<file path="src/rtl/seg_scan_ctrl_if.sv">
// seg_scan_ctrl_if: display image load strobe/data and digit scan outputs
interface seg_scan_ctrl_if;
    logic        i_load;
    logic [31:0] i_digits_in;
    logic [7:0]  i_blank_mask_in;
    logic [7:0]  i_blink_mask_in;
    logic [7:0]  o_dig_sel;
    logic [6:0]  o_seg;
    logic [2:0]  o_scan_idx;
    logic        o_frame_done;
    logic        o_pending;

    modport master (
        output i_load, i_digits_in, i_blank_mask_in, i_blink_mask_in,
        input  o_dig_sel, o_seg, o_scan_idx, o_frame_done, o_pending
    );

    modport slave (
        input  i_load, i_digits_in, i_blank_mask_in, i_blink_mask_in,
        output o_dig_sel, o_seg, o_scan_idx, o_frame_done, o_pending
    );
endinterface

</file>
<file path="src/rtl/seg_scan_ctrl.sv">
// seg_scan_ctrl: multiplexed 7-segment scan with frame-synchronous double-buffered image
module seg_scan_ctrl #(
    parameter int DIV_MAX      = 24999,
    parameter int NUM_DIGITS   = 7,
    parameter int GUARD        = 16,
    parameter int BLINK_FRAMES = 64
) (
    input logic            clk,
    input logic            rst,
    seg_scan_ctrl_if.slave bus
);
    logic [31:0] r_cnt;
    logic [31:0] r_frm;
    logic [2:0]  r_idx;
    logic        r_fd;
    logic        r_pending;
    logic        r_phase;
    logic [47:0] r_shadow;
    logic [47:0] r_active;
    logic [7:0]  r_dig_sel;
    logic [6:0]  r_seg;
    logic        w_tick;
    logic        w_wrap;
    logic        w_dark;
    logic [47:0] w_in;
    logic [31:0] w_dig;
    logic [7:0]  w_blank;
    logic [7:0]  w_blink;
    logic [3:0]  w_nib;
    logic [6:0]  w_pat;

    // image word layout: {blink mask, blank mask, digit nibbles}
    assign w_in    = {bus.i_blink_mask_in, bus.i_blank_mask_in, bus.i_digits_in};
    assign w_dig   = r_active[31:0];
    assign w_blank = r_active[39:32];
    assign w_blink = r_active[47:40];
    assign w_tick  = r_cnt == 32'(DIV_MAX);
    assign w_wrap  = w_tick && r_idx == 3'(NUM_DIGITS - 1);
    assign w_nib   = w_dig[{r_idx, 2'b00} +: 4];
    assign w_dark  = r_cnt < 32'(GUARD) || w_blank[r_idx] || (w_blink[r_idx] && r_phase);

    always_comb begin
        case (w_nib)
            4'h0: w_pat = 7'h3F;
            4'h1: w_pat = 7'h06;
            4'h2: w_pat = 7'h5B;
            4'h3: w_pat = 7'h4F;
            4'h4: w_pat = 7'h66;
            4'h5: w_pat = 7'h6D;
            4'h6: w_pat = 7'h7D;
            4'h7: w_pat = 7'h07;
            4'h8: w_pat = 7'h7F;
            4'h9: w_pat = 7'h6F;
            4'hA: w_pat = 7'h77;
            4'hB: w_pat = 7'h7C;
            4'hC: w_pat = 7'h39;
            4'hD: w_pat = 7'h5E;
            4'hE: w_pat = 7'h79;
            default: w_pat = 7'h71;
        endcase
    end

    always_ff @(posedge clk or posedge rst) begin
        if (rst) begin
            r_cnt <= '0;
            r_idx <= '0;
            r_fd  <= 1'b0;
        end else begin
            r_cnt <= w_tick ? '0 : r_cnt + 32'd1;
            if (w_tick)
                r_idx <= w_wrap ? '0 : r_idx + 3'd1;
            r_fd <= w_wrap;
        end
    end

    // a load landing on the wrap edge bypasses the shadow straight into the new frame
    always_ff @(posedge clk or posedge rst) begin
        if (rst) begin
            r_shadow  <= '0;
            r_active  <= '0;
            r_pending <= 1'b0;
        end else begin
            if (bus.i_load)
                r_shadow <= w_in;
            if (w_wrap) begin
                if (bus.i_load)
                    r_active <= w_in;
                else if (r_pending)
                    r_active <= r_shadow;
                r_pending <= 1'b0;
            end else if (bus.i_load) begin
                r_pending <= 1'b1;
            end
        end
    end

    always_ff @(posedge clk or posedge rst) begin
        if (rst) begin
            r_frm   <= '0;
            r_phase <= 1'b0;
        end else if (w_wrap) begin
            r_frm <= r_frm == 32'(BLINK_FRAMES - 1) ? '0 : r_frm + 32'd1;
            if (r_frm == 32'(BLINK_FRAMES - 1))
                r_phase <= ~r_phase;
        end
    end

    always_ff @(posedge clk or posedge rst) begin
        if (rst) begin
            r_dig_sel <= 8'hFF;
            r_seg     <= 7'h7F;
        end else begin
            r_dig_sel <= w_dark ? 8'hFF : ~(8'd1 << r_idx);
            r_seg     <= w_dark ? 7'h7F : ~w_pat;
        end
    end

    assign bus.o_dig_sel    = r_dig_sel;
    assign bus.o_seg        = r_seg;
    assign bus.o_scan_idx   = r_idx;
    assign bus.o_frame_done = r_fd;
    assign bus.o_pending    = r_pending;
endmodule

</file>
<file path="src/flat_wrapper.sv">
// flat-port wrapper written by rule: the top's interface ports become plain ports
module seg_scan_ctrl_flat 
#(
    parameter int DIV_MAX      = 24999,
    parameter int NUM_DIGITS   = 7,
    parameter int GUARD        = 16,
    parameter int BLINK_FRAMES = 64
)
  (clk, rst, bus_i_load, bus_i_digits_in, bus_i_blank_mask_in, bus_i_blink_mask_in, bus_o_dig_sel, bus_o_seg, bus_o_scan_idx, bus_o_frame_done, bus_o_pending);
  seg_scan_ctrl_if bus_i ();
  input logic clk;
  input logic rst;
  input wire logic [$bits(bus_i.i_load)-1:0] bus_i_load;
  input wire logic [$bits(bus_i.i_digits_in)-1:0] bus_i_digits_in;
  input wire logic [$bits(bus_i.i_blank_mask_in)-1:0] bus_i_blank_mask_in;
  input wire logic [$bits(bus_i.i_blink_mask_in)-1:0] bus_i_blink_mask_in;
  output wire logic [$bits(bus_i.o_dig_sel)-1:0] bus_o_dig_sel;
  output wire logic [$bits(bus_i.o_seg)-1:0] bus_o_seg;
  output wire logic [$bits(bus_i.o_scan_idx)-1:0] bus_o_scan_idx;
  output wire logic [$bits(bus_i.o_frame_done)-1:0] bus_o_frame_done;
  output wire logic [$bits(bus_i.o_pending)-1:0] bus_o_pending;
  assign bus_i.i_load = bus_i_load;
  assign bus_i.i_digits_in = bus_i_digits_in;
  assign bus_i.i_blank_mask_in = bus_i_blank_mask_in;
  assign bus_i.i_blink_mask_in = bus_i_blink_mask_in;
  assign bus_o_dig_sel = bus_i.o_dig_sel;
  assign bus_o_seg = bus_i.o_seg;
  assign bus_o_scan_idx = bus_i.o_scan_idx;
  assign bus_o_frame_done = bus_i.o_frame_done;
  assign bus_o_pending = bus_i.o_pending;
  seg_scan_ctrl #(.DIV_MAX(DIV_MAX), .NUM_DIGITS(NUM_DIGITS), .GUARD(GUARD), .BLINK_FRAMES(BLINK_FRAMES)) u_core (.clk(clk), .rst(rst), .bus(bus_i));
endmodule
</file>
<file path="config.mk">
export PLATFORM = sky130hd
export DESIGN_NAME = seg_scan_ctrl_flat
export DESIGN_NICKNAME = d
export VERILOG_FILES = /design/src/rtl/seg_scan_ctrl_if.sv /design/src/rtl/seg_scan_ctrl.sv /design/src/flat_wrapper.sv
export SDC_FILE = /design/constraint.sdc
export NUM_CORES = 1
export LEC_CHECK = 0
export CAP_MARGIN = 10
export CORE_MARGIN = 2
export CORE_UTILIZATION = 51
export DETAILED_ROUTE_END_ITERATION = 8
export GPL_TIMING_DRIVEN = 0
export PLACE_DENSITY_LB_ADDON = 0.15
export RECOVER_POWER = 100
export SLEW_MARGIN = 20
export SYNTH_ARGS = -nofsm -noshare
export SYNTH_HDL_FRONTEND = slang
export SYNTH_SLANG_ARGS = --single-unit
</file>
<file path="constraint.sdc">
create_clock -name clk -period 14.5 [get_ports clk]
set_input_delay 2.9 -clock clk [delete_from_list [all_inputs] [get_ports clk]]
set_output_delay 2.9 -clock clk [all_outputs]
set_load 0.1 [all_outputs]
</file>
==> impl_metrics.py <==
metrics = {
    "finish": {
        "fill_cell_total_of_the_finished_layout": 1166,
        "area.growth.synth_to_final_pct": 19.2,
        "post_layout_cell_count": 896,
        "antenna_diode_count": 0,
        "design.final.nets": 761,
        "post_route_cells_drive_above_1_share_pct": 18.8,
    },
    "power_and_ir_drop": {
        "powerDensity_nw_per_um2": 112,
        "finalPower_uw": 1060,
        "peakVddDrop_uv": 78.3,
        "power.leakage_uw": 0.00419,
    },
    "clock_tree": {
        "worst_setup_hold_path_clk_slew_ns": 0.07,
        "tritoncts": "built",
        "cts_hold_buffers": 0,
        "clock_network_latency_to_the_later_pin_of_the_worst_skew_pair_ns": 0.43,
        "root_buffer": "clkbuf_16",
        "cts_inserted_buffers": 17,
        "cts_setup_buffers": 0,
        "cts-root-to-sink-buffers": 2,
        "total_clock_sinks": 181,
        "post_cts_resize_count": 0,
        "htree_levels": 4,
    },
    "run": {
        "max-cap-violations": 1,
    },
    "yosys": {
        "synth.avg_cell_area_sq_um": 13.1,
        "syn-cell-area_sq_um": 7950,
        "postSynthNetCount": 671,
        "netlist_top_cells_area": "dfrtp_1 (52%), mux2_2 (14%), dfstp_2 (5.0%)",
        "yosys-mux-area-fraction_pct": 18.8,
        "synth_edf_count": 0,
        "synth_top_family_by_area": "multiplexers",
        "yosys.area_share.adder_pct": 2.20,
        "synth_cell_types": 44,
        "ys_async_sr_fraction_pct": 100,
        "syn-instance-count": 606,
        "yosys_register_bits": 181,
        "synth.yosys.seq_area_share_pct": 57.2,
        "synth-main-ff-cell": "dfrtp_1",
        "synthesis.yosys.warnings": 0,
        "synth_largest_type_area_fraction_pct": 52.2,
        "post-synth-top-area-cell": "dfrtp_1",
        "yosys.area_share.xor_xnor_pct": 6.15,
        "synth_compound_area_share_pct": 1.67,
        "synth-simple-area-share_pct": 12.0,
    },
    "sta": {
        "rsz0062_at_grt": "no",
        "finalClockSkew_ns": 0.0103,
        "tightestPinTransition_ns": 3.77,
        "fmax_mhz": 174,
        "final.setup.worst_slack_ns": 8.76,
        "post-route-min-period_ns": 5.74,
        "hold_fails_final_rpt": 0,
        "max_slew_headroom_pct": -153,
        "worst_hold_slack_after_final_layout_ns": 0.478,
        "final-setup-viol-count": 0,
        "min_period_over_period_pct": 39.6,
        "setup_tns_ns": 0,
        "slew_viol_final": 90,
    },
    "critical_path": {
        "slowest_delay_ns": 2.13,
        "critPathTopFamily": "buffers and inverters",
        "crit_arrival_ns": 5.63,
        "crit_path_end_kind": "asynchronous set/reset pin",
        "critical_path_peak_fanout": 90,
        "rrSetupSlack_ns": 10.62,
        "crit_buf_inv": 2,
        "crit_type": "in -> async",
        "critical_path.startpoint_type": "input pin",
        "critical_path.cell_chain": "dlygate4sd3_1 > clkinvlp_2",
        "slowest_stage": "clkinvlp_2",
        "worstPathRequired_ns": 14.39,
    },
    "worst_hold_path": {
        "min-delay-path-class": "reg -> reg",
    },
    "global_route": {
        "global_route.usage.met1_pct": 28.6,
        "grt-ovfl-total": 0,
        "grt_antenna_before_repair": 0,
        "grt.busiest_layer": "met2",
        "grt_first_pass_wirelength_um": 26000,
        "first_global_vias": 5179,
        "groute.usage.overall_pct": 20.2,
        "globalRouteMet3Util_pct": 4.37,
        "pin_count_of_the_biggest_net_entering_global_routing": 93,
        "gr-usage-met2_pct": 31.3,
    },
    "place": {
        "dpl.hpwl_um": 10600,
        "place.gp.congestion": 0.826,
        "numPlacedInstances": 865,
        "portBuffers": 70,
        "dpl_worst_slack_ns": 9.11,
    },
    "die": {
        "core_area_sq_um": 15200,
        "chipHeight_um": 129,
        "placementRows": 45,
        "ioPinCount": 71,
        "die_footprint_sq_um": 16600,
        "initial_util_pct": 52.3,
        "die_w_um": 129,
    },
    "detailed_routing": {
        "drt.antenna.violating_nets": 0,
        "drt-vias-per-instance": 5.52,
        "num_vias": 4946,
        "routed_wl_um": 15100,
        "drt_pre_antenna_iters": 4,
        "drt-wirelength-per-cell_um": 16.9,
        "dr.first_iter.drc_count": 265,
        "post-route-drc-count": 0,
    },
    "status": {
        "violations": "capacitance limit, slew limit",
        "status": "finished, violations left",
    },
}
[layer usage]
layer	vias up	part of all wire [%]
li1	2339	-
met1	2497	49
met2	91	46
met3	19	3.7
met4	0	1.6
met5	-	0
[final cells by class]
| cell class | instances | area, sq um | area share (%) |
|---|---|---|---|
| flip-flops and latches | 181 | 4550 | 48.0 |
| clock inverters | 13 | 146 | 1.54 |
| repair buffers | 71 | 728 | 7.68 |
| well taps | 188 | 235 | 2.48 |
| inverters | 12 | 46.3 | 0.488 |
| clock buffers | 18 | 439 | 4.63 |
| multi-input cells | 392 | 3230 | 34.1 |
| plain buffers | 21 | 105 | 1.11 |
[where the power goes]
part           leakage (uW)  total [uW]  internal, uW  switching, uW
Clock              0.000289         457           260            197
Sequential          0.00232         532           527           5.86
Combinational       0.00158        74.5          32.7           41.9
Total               0.00419        1060           819            245
[through the flow]
stage | cell area, sq um | util [%]
after floorplan | 7950 | -
after global placement | 8890 | 58.5
after detailed placement | 8920 | 58.7
after CTS | 9510 | 62.6
after global routing | 9480 | 62.3
final | 9480 | 62.3
[Yosys cell counts (all sizes together) (13+ instances only)]
master / n
and3: 13
buf: 17
dfrtp: 166
dfstp: 15
ha: 14
mux2: 99
nand2: 35
nand3: 43
nand4: 18
nor2: 25
nor4: 15
xnor2: 40
xor2: 15
[flip-flops by register name (all words and copies together) (netlist names)]
register / flops
u_core.r_active: 48
u_core.r_shadow: 48
u_core.r_cnt: 32
u_core.r_frm: 32
u_core.bus.o_dig_sel: 8
u_core.bus.o_seg: 7
u_core.bus.o_scan_idx: 3
u_core.bus.o_frame_done: 1
u_core.bus.o_pending: 1
u_core.r_phase: 1
[logic make-up after synthesis]
logic type | count (synthesis)
DFF | 181
muxes | 122
buffers and inverters | 33
xor gates and xnor gates | 55
and+or+nand+nor | 179
AOI/OAI and AO/OA | 22
adders and majority gates | 14
[cells in the final DEF (no fill, tap or decap), types with 12 or more instances in the layout]
master           synthesis  final
dfrtp_1                166    166
mux2_2                  98     62
clkdlybuf4s50_1          0     48
nand3_1                 43     43
xnor2_1                 39     39
mux2_1                   1     37
nand2_1                 34     35
nor2_1                  24     24
dlygate4sd3_1            0     22
nand4_1                 18     18
clkbuf_16                0     17
nor4_1                  14     15
xor2_1                  15     15
dfstp_2                 15     15
clkbuf_1                 4     14
ha_1                    14     14
and3_1                  13     13
mux4_2                  12     12
[path summary, 6_finish.rpt]
| path | from | end | cells past startpoint |
|---|---|---|---|
| worst max-delay path | rst | u_core.r_shadow[6] | 2 |
| worst min-delay path | u_core.r_shadow[44] | u_core.r_shadow[44] | 1 |
| worst max register to register | u_core.bus.o_scan_idx[0] | u_core.r_frm[31] | 8 |
| worst min register to register | u_core.r_shadow[44] | u_core.r_shadow[44] | 1 |
| max in group clk | u_core.bus.o_scan_idx[0] | bus_o_scan_idx[0] | 1 |
| min in group asynchronous | rst | u_core.r_frm[25] | 2 |
(Power assumes the default switching activity.)
